**config.mk**
```make
export PLATFORM = sky130hd
export DESIGN_NAME = mmio_uart_tx_flat
export DESIGN_NICKNAME = d
export VERILOG_FILES = /design/src/rtl/mmio_uart_tx_pkg.sv /design/src/rtl/mmio_uart_tx_if.sv /design/src/rtl/mmio_uart_tx_sync_fifo.sv /design/src/rtl/mmio_uart_tx.sv /design/src/flat_wrapper.sv
export SDC_FILE = /design/constraint.sdc
export NUM_CORES = 1
export LEC_CHECK = 0
export CORE_ASPECT_RATIO = 0.5
export CORE_MARGIN = 2
export CORE_UTILIZATION = 50
export DETAILED_ROUTE_END_ITERATION = 8
export HOLD_SLACK_MARGIN = 0.03
export PLACE_DENSITY = 0.77
export SYNTH_ARGS = -nofsm -noshare
export SYNTH_HDL_FRONTEND = slang
export SYNTH_SLANG_ARGS = --single-unit
```
**constraint.sdc**
```tcl
create_clock -name clk -period 2.7 [get_ports clk]
set_input_delay 0.675 -clock clk [delete_from_list [all_inputs] [get_ports clk]]
set_output_delay 0.675 -clock clk [all_outputs]
set_load 0.02 [all_outputs]
```
**src/rtl/mmio_uart_tx_pkg.sv**
```systemverilog
// Shared definitions for the memory-mapped UART transmitter.
// Contents: register offsets inside the 16-byte window, STATUS bit
// positions and the transmit FSM state encoding.
package mmio_uart_tx_pkg;

  // Word offsets (mem_addr[3:0]); anything else in the window is reserved.
  localparam logic [3:0] UART_TXDATA  = 4'h0;
  localparam logic [3:0] UART_STATUS  = 4'h4;
  localparam logic [3:0] UART_BAUDDIV = 4'h8;

  // STATUS layout: {22'b0, count[5:0], ovf, busy, empty, full}
  localparam int ST_FULL      = 0;
  localparam int ST_EMPTY     = 1;
  localparam int ST_BUSY      = 2;
  localparam int ST_OVF       = 3;
  localparam int ST_COUNT_LSB = 4;
  localparam int ST_COUNT_W   = 6;

  typedef enum logic [1:0] {
    IDLE  = 2'd0,
    START = 2'd1,
    DATA  = 2'd2,
    STOP  = 2'd3
  } uart_state_t;

endpackage

```
**src/rtl/mmio_uart_tx_if.sv**
```systemverilog
// Data-memory bus slice seen by the UART register block.
// Handshake: mem_we / mem_re are single-cycle strobes qualified by
// mem_addr; there is no ready/wait - every store is consumed at the rising
// edge it is presented on and every load is answered combinationally in
// the same cycle. sel and mem_rdata are combinational outputs of the slave.
//   mem_addr  : byte address        mem_wdata : store data
//   mem_we    : store strobe        mem_re    : load strobe
//   sel       : address hits window mem_rdata : load data (0 if not selected)
interface mmio_uart_tx_if;
  import mmio_uart_tx_pkg::*;

  logic [31:0] mem_addr;
  logic [31:0] mem_wdata;
  logic        mem_we;
  logic        mem_re;
  logic        sel;
  logic [31:0] mem_rdata;

  modport master (
    output mem_addr, mem_wdata, mem_we, mem_re,
    input  sel, mem_rdata
  );

  modport slave (
    input  mem_addr, mem_wdata, mem_we, mem_re,
    output sel, mem_rdata
  );
endinterface

```
**src/rtl/mmio_uart_tx_sync_fifo.sv**
```systemverilog
// Circular-buffer FIFO used as the UART transmit queue.
// Ports: clk/rst (async active-low), push/din write side, pop/dout read
// side (dout shows the head combinationally), full/empty flags and an
// occupancy count 0..DEPTH. A push while full is accepted only when a pop
// happens in the same cycle; in that case the count is unchanged.
module sync_fifo
  import mmio_uart_tx_pkg::*;
#(
  parameter int WIDTH = 8,
  parameter int DEPTH = 8,
  localparam int AW = $clog2(DEPTH),
  localparam int CW = $clog2(DEPTH + 1)
) (
  input  logic             clk,
  input  logic             rst,
  input  logic             push,
  input  logic             pop,
  input  logic [WIDTH-1:0] din,
  output logic [WIDTH-1:0] dout,
  output logic             full,
  output logic             empty,
  output logic [CW-1:0]    count
);

  logic [WIDTH-1:0] mem_q [DEPTH];
  logic [AW-1:0]    wptr_q, wptr_d;
  logic [AW-1:0]    rptr_q, rptr_d;
  logic [CW-1:0]    count_q, count_d;
  logic             do_push, do_pop;

  assign full    = (count_q == CW'(DEPTH));
  assign empty   = (count_q == '0);
  assign count   = count_q;
  assign dout    = mem_q[rptr_q];
  assign do_pop  = pop & ~empty;
  assign do_push = push & (~full | do_pop);

  // DEPTH is a power of two, so pointer wrap is the natural AW-bit overflow.
  always_comb begin
    wptr_d  = wptr_q;
    rptr_d  = rptr_q;
    count_d = count_q;
    if (do_push) wptr_d = wptr_q + AW'(1);
    if (do_pop)  rptr_d = rptr_q + AW'(1);
    case ({do_push, do_pop})
      2'b10:   count_d = count_q + CW'(1);
      2'b01:   count_d = count_q - CW'(1);
      default: count_d = count_q;
    endcase
  end

  always_ff @(posedge clk or negedge rst) begin
    if (!rst) begin
      wptr_q  <= '0;
      rptr_q  <= '0;
      count_q <= '0;
    end else begin
      wptr_q  <= wptr_d;
      rptr_q  <= rptr_d;
      count_q <= count_d;
    end
  end

  always_ff @(posedge clk) begin
    if (do_push) mem_q[wptr_q] <= din;
  end

endmodule

```
**src/rtl/mmio_uart_tx.sv**
```systemverilog
// Memory-mapped 8N1 UART transmitter on the core data-memory bus.
// Ports: clk, rst (async active-low), bus (slave side of mmio_uart_tx_if),
// tx (serial line, idles high), irq (FIFO empty and FSM idle),
// state_dbg_o (current transmit FSM state).
// Registers: TXDATA (push byte), STATUS (count/ovf/busy/empty/full, any
// write clears ovf), BAUDDIV (cycles per bit, 0 stored as 1).
module mmio_uart_tx
  import mmio_uart_tx_pkg::*;
#(
  parameter logic [31:0] BASE_ADDR   = 32'h1000_0000,
  parameter int          FIFO_DEPTH  = 8,
  parameter int          DEFAULT_DIV = 16
) (
  input  logic                 clk,
  input  logic                 rst,
  mmio_uart_tx_if.slave        bus,
  output logic                 tx,
  output logic                 irq,
  output uart_state_t          state_dbg_o
);

  localparam int CW = $clog2(FIFO_DEPTH + 1);

  // ---------------- register decode ----------------
  logic        sel_w;
  logic [3:0]  off;
  logic        wr_txdata, wr_status, wr_baud;
  logic        push, pop;
  logic [7:0]  fifo_dout;
  logic        fifo_full, fifo_empty;
  logic [CW-1:0] fifo_count;
  logic [15:0] baud_q, baud_d;
  logic        ovf_q, ovf_d;
  logic        busy;
  logic [31:0] status_w;
  logic        unused_ok;

  assign sel_w     = (bus.mem_addr[31:4] == BASE_ADDR[31:4]);
  assign off       = bus.mem_addr[3:0];
  assign wr_txdata = sel_w & bus.mem_we & (off == UART_TXDATA);
  assign wr_status = sel_w & bus.mem_we & (off == UART_STATUS);
  assign wr_baud   = sel_w & bus.mem_we & (off == UART_BAUDDIV);
  assign push      = wr_txdata & (~fifo_full | pop);
  assign bus.sel   = sel_w;
  assign unused_ok = &{1'b0, bus.mem_wdata[31:16]};

  always_comb begin
    status_w = '0;
    status_w[ST_FULL]  = fifo_full;
    status_w[ST_EMPTY] = fifo_empty;
    status_w[ST_BUSY]  = busy;
    status_w[ST_OVF]   = ovf_q;
    status_w[ST_COUNT_LSB +: ST_COUNT_W] = ST_COUNT_W'(fifo_count);
  end

  always_comb begin
    bus.mem_rdata = '0;
    if (sel_w && bus.mem_re) begin
      case (off)
        UART_STATUS:  bus.mem_rdata = status_w;
        UART_BAUDDIV: bus.mem_rdata = {16'b0, baud_q};
        default:      bus.mem_rdata = '0;
      endcase
    end
  end

  // A STATUS write takes priority, so a coinciding dropped push leaves ovf clear.
  always_comb begin
    baud_d = baud_q;
    ovf_d  = ovf_q;
    if (wr_baud) baud_d = (bus.mem_wdata[15:0] == 16'd0) ? 16'd1 : bus.mem_wdata[15:0];
    if (wr_txdata && fifo_full && !pop) ovf_d = 1'b1;
    if (wr_status) ovf_d = 1'b0;
  end

  always_ff @(posedge clk or negedge rst) begin
    if (!rst) begin
      baud_q <= 16'(DEFAULT_DIV);
      ovf_q  <= 1'b0;
    end else begin
      baud_q <= baud_d;
      ovf_q  <= ovf_d;
    end
  end

  sync_fifo #(.WIDTH(8), .DEPTH(FIFO_DEPTH)) u_fifo (
    .clk   (clk),
    .rst   (rst),
    .push  (push),
    .pop   (pop),
    .din   (bus.mem_wdata[7:0]),
    .dout  (fifo_dout),
    .full  (fifo_full),
    .empty (fifo_empty),
    .count (fifo_count)
  );

  // ---------------- transmit FSM ----------------
  uart_state_t state_q, state_d;
  logic [15:0] cnt_q, cnt_d;     // cycles left in current bit, counts down to 0
  logic [15:0] fdiv_q, fdiv_d;   // divider frozen for the whole frame
  logic [2:0]  bit_q, bit_d;
  logic [7:0]  shift_q, shift_d;
  logic        tx_q, tx_d;

  always_ff @(posedge clk or negedge rst) begin
    if (!rst) begin
      state_q <= IDLE;
      cnt_q   <= '0;
      fdiv_q  <= 16'(DEFAULT_DIV);
      bit_q   <= '0;
      shift_q <= '0;
      tx_q    <= 1'b1;
    end else begin
      state_q <= state_d;
      cnt_q   <= cnt_d;
      fdiv_q  <= fdiv_d;
      bit_q   <= bit_d;
      shift_q <= shift_d;
      tx_q    <= tx_d;
    end
  end

  always_comb begin
    state_d = state_q;
    cnt_d   = cnt_q;
    fdiv_d  = fdiv_q;
    bit_d   = bit_q;
    shift_d = shift_q;
    pop     = 1'b0;
    case (state_q)
      IDLE: begin
        if (!fifo_empty) begin
          pop     = 1'b1;
          shift_d = fifo_dout;
          fdiv_d  = baud_q;
          cnt_d   = baud_q - 16'd1;
          state_d = START;
        end
      end
      START: begin
        if (cnt_q == 16'd0) begin
          cnt_d   = fdiv_q - 16'd1;
          bit_d   = 3'd0;
          state_d = DATA;
        end else begin
          cnt_d = cnt_q - 16'd1;
        end
      end
      DATA: begin
        if (cnt_q == 16'd0) begin
          cnt_d   = fdiv_q - 16'd1;
          shift_d = shift_q >> 1;
          if (bit_q == 3'd7) state_d = STOP;
          else               bit_d   = bit_q + 3'd1;
        end else begin
          cnt_d = cnt_q - 16'd1;
        end
      end
      STOP: begin
        if (cnt_q == 16'd0) state_d = IDLE;
        else                cnt_d   = cnt_q - 16'd1;
      end
      default: state_d = IDLE;
    endcase
  end

  // tx is registered from the current state, so the line trails the FSM by
  // one cycle; this gives the store-to-start-bit latency of two edges.
  always_comb begin
    case (state_q)
      START:   tx_d = 1'b0;
      DATA:    tx_d = shift_q[0];
      default: tx_d = 1'b1;
    endcase
    busy = (state_q != IDLE);
    irq  = fifo_empty & (state_q == IDLE);
  end

  assign tx          = tx_q;
  assign state_dbg_o = state_q;

endmodule

```
**src/flat_wrapper.sv**
```systemverilog
// flat-port wrapper written by rule: the top's interface ports become plain ports
module mmio_uart_tx_flat import mmio_uart_tx_pkg::*;
#(
  parameter logic [31:0] BASE_ADDR   = 32'h1000_0000,
  parameter int          FIFO_DEPTH  = 8,
  parameter int          DEFAULT_DIV = 16
)
  (clk, rst, tx, irq, state_dbg_o, bus_mem_addr, bus_mem_wdata, bus_mem_we, bus_mem_re, bus_sel, bus_mem_rdata);
  mmio_uart_tx_if bus_i ();
  input  logic clk;
  input  logic rst;
  output logic tx;
  output logic irq;
  output uart_state_t state_dbg_o;
  input wire logic [$bits(bus_i.mem_addr)-1:0] bus_mem_addr;
  input wire logic [$bits(bus_i.mem_wdata)-1:0] bus_mem_wdata;
  input wire logic [$bits(bus_i.mem_we)-1:0] bus_mem_we;
  input wire logic [$bits(bus_i.mem_re)-1:0] bus_mem_re;
  output wire logic [$bits(bus_i.sel)-1:0] bus_sel;
  output wire logic [$bits(bus_i.mem_rdata)-1:0] bus_mem_rdata;
  assign bus_i.mem_addr = bus_mem_addr;
  assign bus_i.mem_wdata = bus_mem_wdata;
  assign bus_i.mem_we = bus_mem_we;
  assign bus_i.mem_re = bus_mem_re;
  assign bus_sel = bus_i.sel;
  assign bus_mem_rdata = bus_i.mem_rdata;
  mmio_uart_tx #(.BASE_ADDR(BASE_ADDR), .FIFO_DEPTH(FIFO_DEPTH), .DEFAULT_DIV(DEFAULT_DIV)) u_core (.clk(clk), .rst(rst), .bus(bus_i), .tx(tx), .irq(irq), .state_dbg_o(state_dbg_o));
endmodule
```
# --- Word-level counts from Yosys, hierarchy flattened ---
# Memories as Yosys holds them, arrays and structs flattened.
# Cells that the tools add are included.
word_totals:
  register_bits: 73
  mem_bits_rw: 64
  input_bits: 68
  wordCells: 97
  memories: 1
mem_list:
  columns: ["memory", "words", "word_bits", "read_ports", "rd_ports_with_merged_regs", "wr", "line", "text"]
  rows:
  - ["u_core.u_fifo.mem_q", 8, 8, 1, 0, 1, "mmio_uart_tx_sync_fifo.sv:25", "logic [WIDTH-1:0] mem_q [DEPTH];"]
op_classes:
  addsub: 8
  n_eq_ne: 17
  muxes: 28
  n_bitwise: 12
  reduce_logical: 20
op_table:
  columns: ["op", "n"]
  rows:
  - ["two-way mux 16 bit", 5]
  - ["one-hot mux 16 bit (3 select lines)", 1]
  - ["subtractor 16 x 1 -> 16 bit (second input constant)", 3]
  - ["zero test 16 bit", 2]
  - ["one-hot mux 16 bit (2 select lines)", 1]
  - ["equality test 28 x 25 -> 1 bit (second input constant)", 1]
  - ["two-way mux 8 bit", 2]
  - ["one-hot mux 8 bit (2 select lines)", 1]
  - ["two-way mux 2 bit", 5]
  - ["nonzero test 2 bit", 5]
  - ["adder 3 x 1 -> 3 bit (second input constant)", 3]
  - ["two-way mux 3 bit", 3]
  - ["AND 1 bit", 8]
  - ["equality test 4 bit (second input constant)", 2]
  - ["zero test 4 bit", 2]
  - ["!= test 2 x 1 -> 1 bit (second input constant)", 4]
  - ["one-hot mux 2 bit (4 select lines)", 1]
  - ["one-hot mux 4 bit (2 select lines)", 1]
  - ["equality test 2 bit (second input constant)", 3]
  - ["two-way mux 1 bit", 6]
  - ["!= test 2 bit (second input constant)", 3]
  - ["one-hot mux 3 bit (2 select lines)", 1]
  - ["AND reduction 5 bit", 1]
  - ["adder 4 x 1 -> 4 bit (second input constant)", 1]
  - ["other kinds (14)", 20]

# --- Logic depth before layout (Yosys ltp) ---
logic_depth:
  ltp_word: 8
  mapped_depth: 13
  depth_no_buf: 13

# --- Hierarchy ---
# A second synthesis with hierarchy kept.
unflattened:
  hier_cells: 653
  area_unflattened_um2: 7339.5
modules_own_cells:
  columns: ["module", "n_inst", "cells_each", "area_each_um2"]
  rows:
  - ["mmio_uart_tx", 1, 491, 4226.6]
  - ["sync_fifo", 1, 162, 3113.0]

# --- Least setup slack after synthesis ---
# Ideal clock, no wire load.
synth_path:
  kind: "input port to flip-flop"
  from: "in bus_mem_addr[6]"
  to: "mem u_core.u_fifo.mem_q[2][0] (enable)"
  setup_ns: 0.398
  arrival_time_ns: 3.010
  required_time_ns: 2.302
  path_slack_ns: -0.708
  path_stages: 7
  n_path_buf: 1
  cell_sequence: "nor4_1 -> nand4_1 -> nor2_1 -> and3_1 -> clkbuf_1 -> nand2_1 -> nor4b_1"
synth_between:
  elab_chain_cells: 7
synth_lines:
  columns: ["element", "line", "text"]
  rows:
  - ["from (decl)", "flat_wrapper.sv:15", "input wire logic [$bits(bus_i.mem_addr)-1:0] bus_mem_addr;"]
  - ["equality test 28 x 25 -> 1 bit", "mmio_uart_tx.sv:38", "assign sel_w = (bus.mem_addr[31:4] == BASE_ADDR[31:4]);"]
  - ["net bus_sel", "flat_wrapper.sv:19", "output wire logic [$bits(bus_i.sel)-1:0] bus_sel;"]
  - ["AND 1 bit (2 in a row)", "mmio_uart_tx.sv:40", "assign wr_txdata = sel_w & bus.mem_we & (off == UART_TXDATA);"]
  - ["AND 1 bit", "mmio_uart_tx.sv:43", "assign push = wr_txdata & (~fifo_full | pop);"]
  - ["AND 1 bit", "mmio_uart_tx_sync_fifo.sv:36", "assign do_push = push & (~full | do_pop);"]
  - ["two-way mux 1 bit", "mmio_uart_tx_sync_fifo.sv:65", "if (do_push) mem_q[wptr_q] <= din;"]
  - ["two-way mux 1 bit (implied by the code)", "mmio_uart_tx_sync_fifo.sv:65", null]
  - ["to (decl)", "mmio_uart_tx_sync_fifo.sv:25", null]
# The timed path passes the listed nets, and every way through them passes these cells.

# --- Worst setup path in the final report ---
layout_path:
  from: "in bus_mem_addr[29]"
  to: "out bus_mem_rdata[15]"
layout_between:
  elab_chain_cells: 3
layout_lines:
  columns: ["element", "line", "text"]
  rows:
  - ["equality test 28 x 25 -> 1 bit", "mmio_uart_tx.sv:38", null]
  - ["logical AND 1 bit", "mmio_uart_tx.sv:58", "if (sel_w && bus.mem_re) begin"]
  - ["two-way mux 16 bit", "mmio_uart_tx.sv:58", null]
  - ["to (decl)", "flat_wrapper.sv:20", "output wire logic [$bits(bus_i.mem_rdata)-1:0] bus_mem_rdata;"]
# Every way passes these cells.

==> metrics <==
run status finished clean; synthesis-stage register bit count roughly 140; slew margin rel. 0.347; Critical Path Stages 7; clock-pin slew on the worst setup and hold paths ~0.060 ns; CP cell instances dlygate4sd2_1 -> nor4b_4 -> nand3_2 -> nor2_4 -> and3_4 -> and2_4 -> buf_6; Reg power frac 0.477; post-route ant nets 0; simple-gate area share of the yosys netlist 0.169; switching part of the total 0.248; die height 89.4 um; footprint of the multi-input gates 3450 um^2; die width ~170 um; Sink Count 137; CP arrival around 2.0 ns; leakage power about 3.8 nW; Yosys top cell area share 0.264; initial antenna violation count 0; synth top area cells edfxtp_1 26%, dfrtp_1 24%, mux4_2 4.9%, nand2_1 4.9%, mux2_2 2.9%; Worst Skew 0.0134 ns; clk_lat worst skew between 0.4 and 0.5 ns; Pins Over Slew Limit 0; Fin. Hold Viols 0; total die area ~16,000 um^2; Clk pwr share 0.481; std cell rows 31; CTS root buffer clkbuf_16; Post-synth top flop dfrtp_1; type of the worst min-delay path in -> async; Worst Path Required 2.03 ns; layout cell share with drive strength beyond 1 0.265; CP Capture Type output port; Yosys Warn Count 0; Routability Congestion approximately 0.85; final instance area 9100 um^2; Final Cycle Share 0.982; Starting Density 0.508; antenna cells 0; wire per inst 18.6 um; Max IR drop VDD roughly 0.00037 V; PwrDens 519 nW/um^2; nets@finish between 800 and 900; CORE AREA 14,400 um^2; Hold WS about 0.4 ns; Synth Area per Inst about 11 um^2; DR pass1 iterations 6; placed cells 923; hold_buf cts 0; xor/xnor share of the synthesized area 0.0505; synthesis-to-finish area growth 24.9%; Post-synth EDFFs 64; maximum clock rate between 0.3 and 0.4 GHz; asr flop ratio synth 0.533; Post-DP HPWL roughly 12,000 um; multiplexer share of the synthesized area 0.103; Int Pwr 3.55 mW; Bufs and invs on worst path 2; placed cell areas about 8500 um^2; initial detailed-routing violation count 443; P_sw approximately 1.2 mW; Max FO, Critical Path 8; routed via count between 5,000 and 6,000; grt total ovfl 0; pin count of the biggest net entering global routing 74; Largest stage delay, worst path 0.25 ns; Slew @ Worst Pin 0.979 ns; Max-cap violations 0; Adder-Cell Fraction of Synth Area 0.0275; vias per inst about 5.7; port bufs between 70 and 80; Mapped Area between 7000 and 8000 um^2; number of setup violations in the final report 0; min cycle time layout 2.65 ns; combinational power share 0.042; WS Path Type in -> out; Cells after Synth between 600 and 700; setup_tns 0 ns; Fill cells around 1,100; H-tree depth 4; commonest non-fill, non-tap cells in the layout 93 x nand2_1, 70 x dfrtp_1, 64 x edfxtp_1; reg2reg path depth 13; Sequential Area approximately 3800 um^2; Routed WL between 15,000 and 20,000 um; CTS tree built; Yosys cell types 65; Cell Count, Final, Fillers Out between 900 and 1,000; Crit-path slowest cell dlygate4sd2_1; post-synthesis compound-gate area fraction 0.0891; Num CTS Buffers 17; crit-path leading delay family simple AND/OR/NAND/NOR gates; vias in the first global route 5,214; RSZ-0062 raised after global routing true; DRC 0; first-pass GRT wire length 27,900 um; Tot GR Track Use 0.236; commonest non-fill, non-tap cell in the layout nand2_1; fin util 0.634; boundary pin count approximately 110; Synth area leader edfxtp_1; post-synthesis sequential area ratio 0.515; Clock Path Buffers 2; largest family of logic cells by synthesized area simple AND/OR/NAND/NOR gates; CP Launch Type primary input
-- cells by family (layout without fill, tap and decap cells) --
group                      Yosys count  after routing
AOI/OAI and AO/OA                  102            102
xor gates and xnor gates            42             42
adders and majority gates           16             16
buffers and inverters               64            166
DFF                                137            137
muxes                               52             52
other                                1             16
and+or+nand+nor                    228            228
-- what timing repair did --
item / in CTS / in global routing
endpoints found under the setup margin: 36 / 19
hold endpoints to repair: 0 / 0
pin swaps: 18 / 12
cloned: 1 / 0
gates resized for setup: 160 / 35
setup buffers: 2 / 0
-- worst reg2reg max path, cell delays in order (launching register included) --
cell and delay (ns):
dfrtp_1 0.42, inv_1 0.13, ha_1 0.24, inv_1 0.11, and3_1 0.22, nor2_2 0.17, nand2_4 0.09, ha_4 0.17
xor2_1 0.16, ha_2 0.19, a21oi_2 0.13, xor2_1 0.18, nor2_1 0.07, xor2_1 0.13
-- worst paths after layout --
path | slack, ns | to | startpoint
max | 0.05 | bus_mem_rdata[15] | bus_mem_addr[29]
min | 0.40 | u_core.shift_q[3]$_DFFE_PN0P_ | rst
max reg2reg | 0.19 | u_core.u_fifo.count[2]$_DFFE_PN0P_ | u_core.state_dbg_o[1]$_DFFE_PN0P_
min reg2reg | 0.48 | u_core.tx$_DFF_PN1_ | u_core.shift_q[0]$_DFFE_PN0P_
max in group asynchronous | 1.66 | u_core.fdiv_q[3]$_DFFE_PN0N_ | rst
min in group clk | 0.48 | u_core.tx$_DFF_PN1_ | u_core.shift_q[0]$_DFFE_PN0P_
-- synth_stat cells, types with 5 or more instances --
| library cell | instances |
|---|---|
| a21oi_1 | 22 |
| a221oi_1 | 5 |
| o21ai_0 | 17 |
| mux2i_1 | 13 |
| xor2_1 | 23 |
| xnor2_1 | 19 |
| edfxtp_1 | 64 |
| dfrtp_1 | 70 |
| mux2_2 | 19 |
| and2_1 | 10 |
| nor3_1 | 15 |
| and3_1 | 5 |
| ha_1 | 16 |
| nor4_1 | 17 |
| buf_4 | 18 |
| inv_1 | 14 |
| o21ai_1 | 14 |
| mux4_2 | 16 |
| nand2_1 | 95 |
| buf_2 | 7 |
| a22oi_1 | 10 |
| clkbuf_1 | 21 |
| nand3_1 | 7 |
| nor2_1 | 37 |
-- cell type report --
type,count,area share
Clock buffer,17,0.0468
Clock inverter,15,0.0169
Inverter,14,0.00578
Multi-Input combinational cell,456,0.379
Sequential cell,137,0.413
Tap cell,198,0.0272
Timing Repair Buffer,120,0.112
-- per-layer routing --
metal	track usage	part of all wire	vias up
li1	-	-	2545
met1	0.310	0.43	2691
met2	0.396	0.49	206
met3	0.0472	0.056	35
met4	0.0932	0.021	0
met5	0	0	-
-- per-stage QoR --
| stage | worst slack (ns) | total power, mW |
|---|---|---|
| 2_1_floorplan | -0.143 | 2.37 |
| 3_3_place_gp | -0.665 | 2.48 |
| 3_5_place_dp | -0.747 | 2.50 |
| 4_1_cts | 0.00123 | 4.74 |
| 5_1_grt | -0.0131 | 4.86 |
| 6_report | 0.0474 | 4.72 |
-- power by group through the flow --
stage	Combinational (mW)	Sequential [mW]	Clock, mW
finish	0.196	2.25	2.27
global route	0.212	2.25	2.40
CTS	0.195	2.25	2.29
detailed placement	0.204	2.29	0
global placement	0.196	2.29	0
floorplan	0.0839	2.29	0
-- registers in the layout (all words and copies together), names as in the netlist, 3 cells and up --
name and cells:
u_core.u_fifo.mem_q 64, u_core.baud_q 16, u_core.u_fifo.rptr_q 3, u_core.u_fifo.count 4, u_core.cnt_q 16, u_core.u_fifo.wptr_q 3, u_core.bit_q 3, u_core.fdiv_q 16
u_core.shift_q 8
Note: power is estimated with default switching activity, not from simulation.
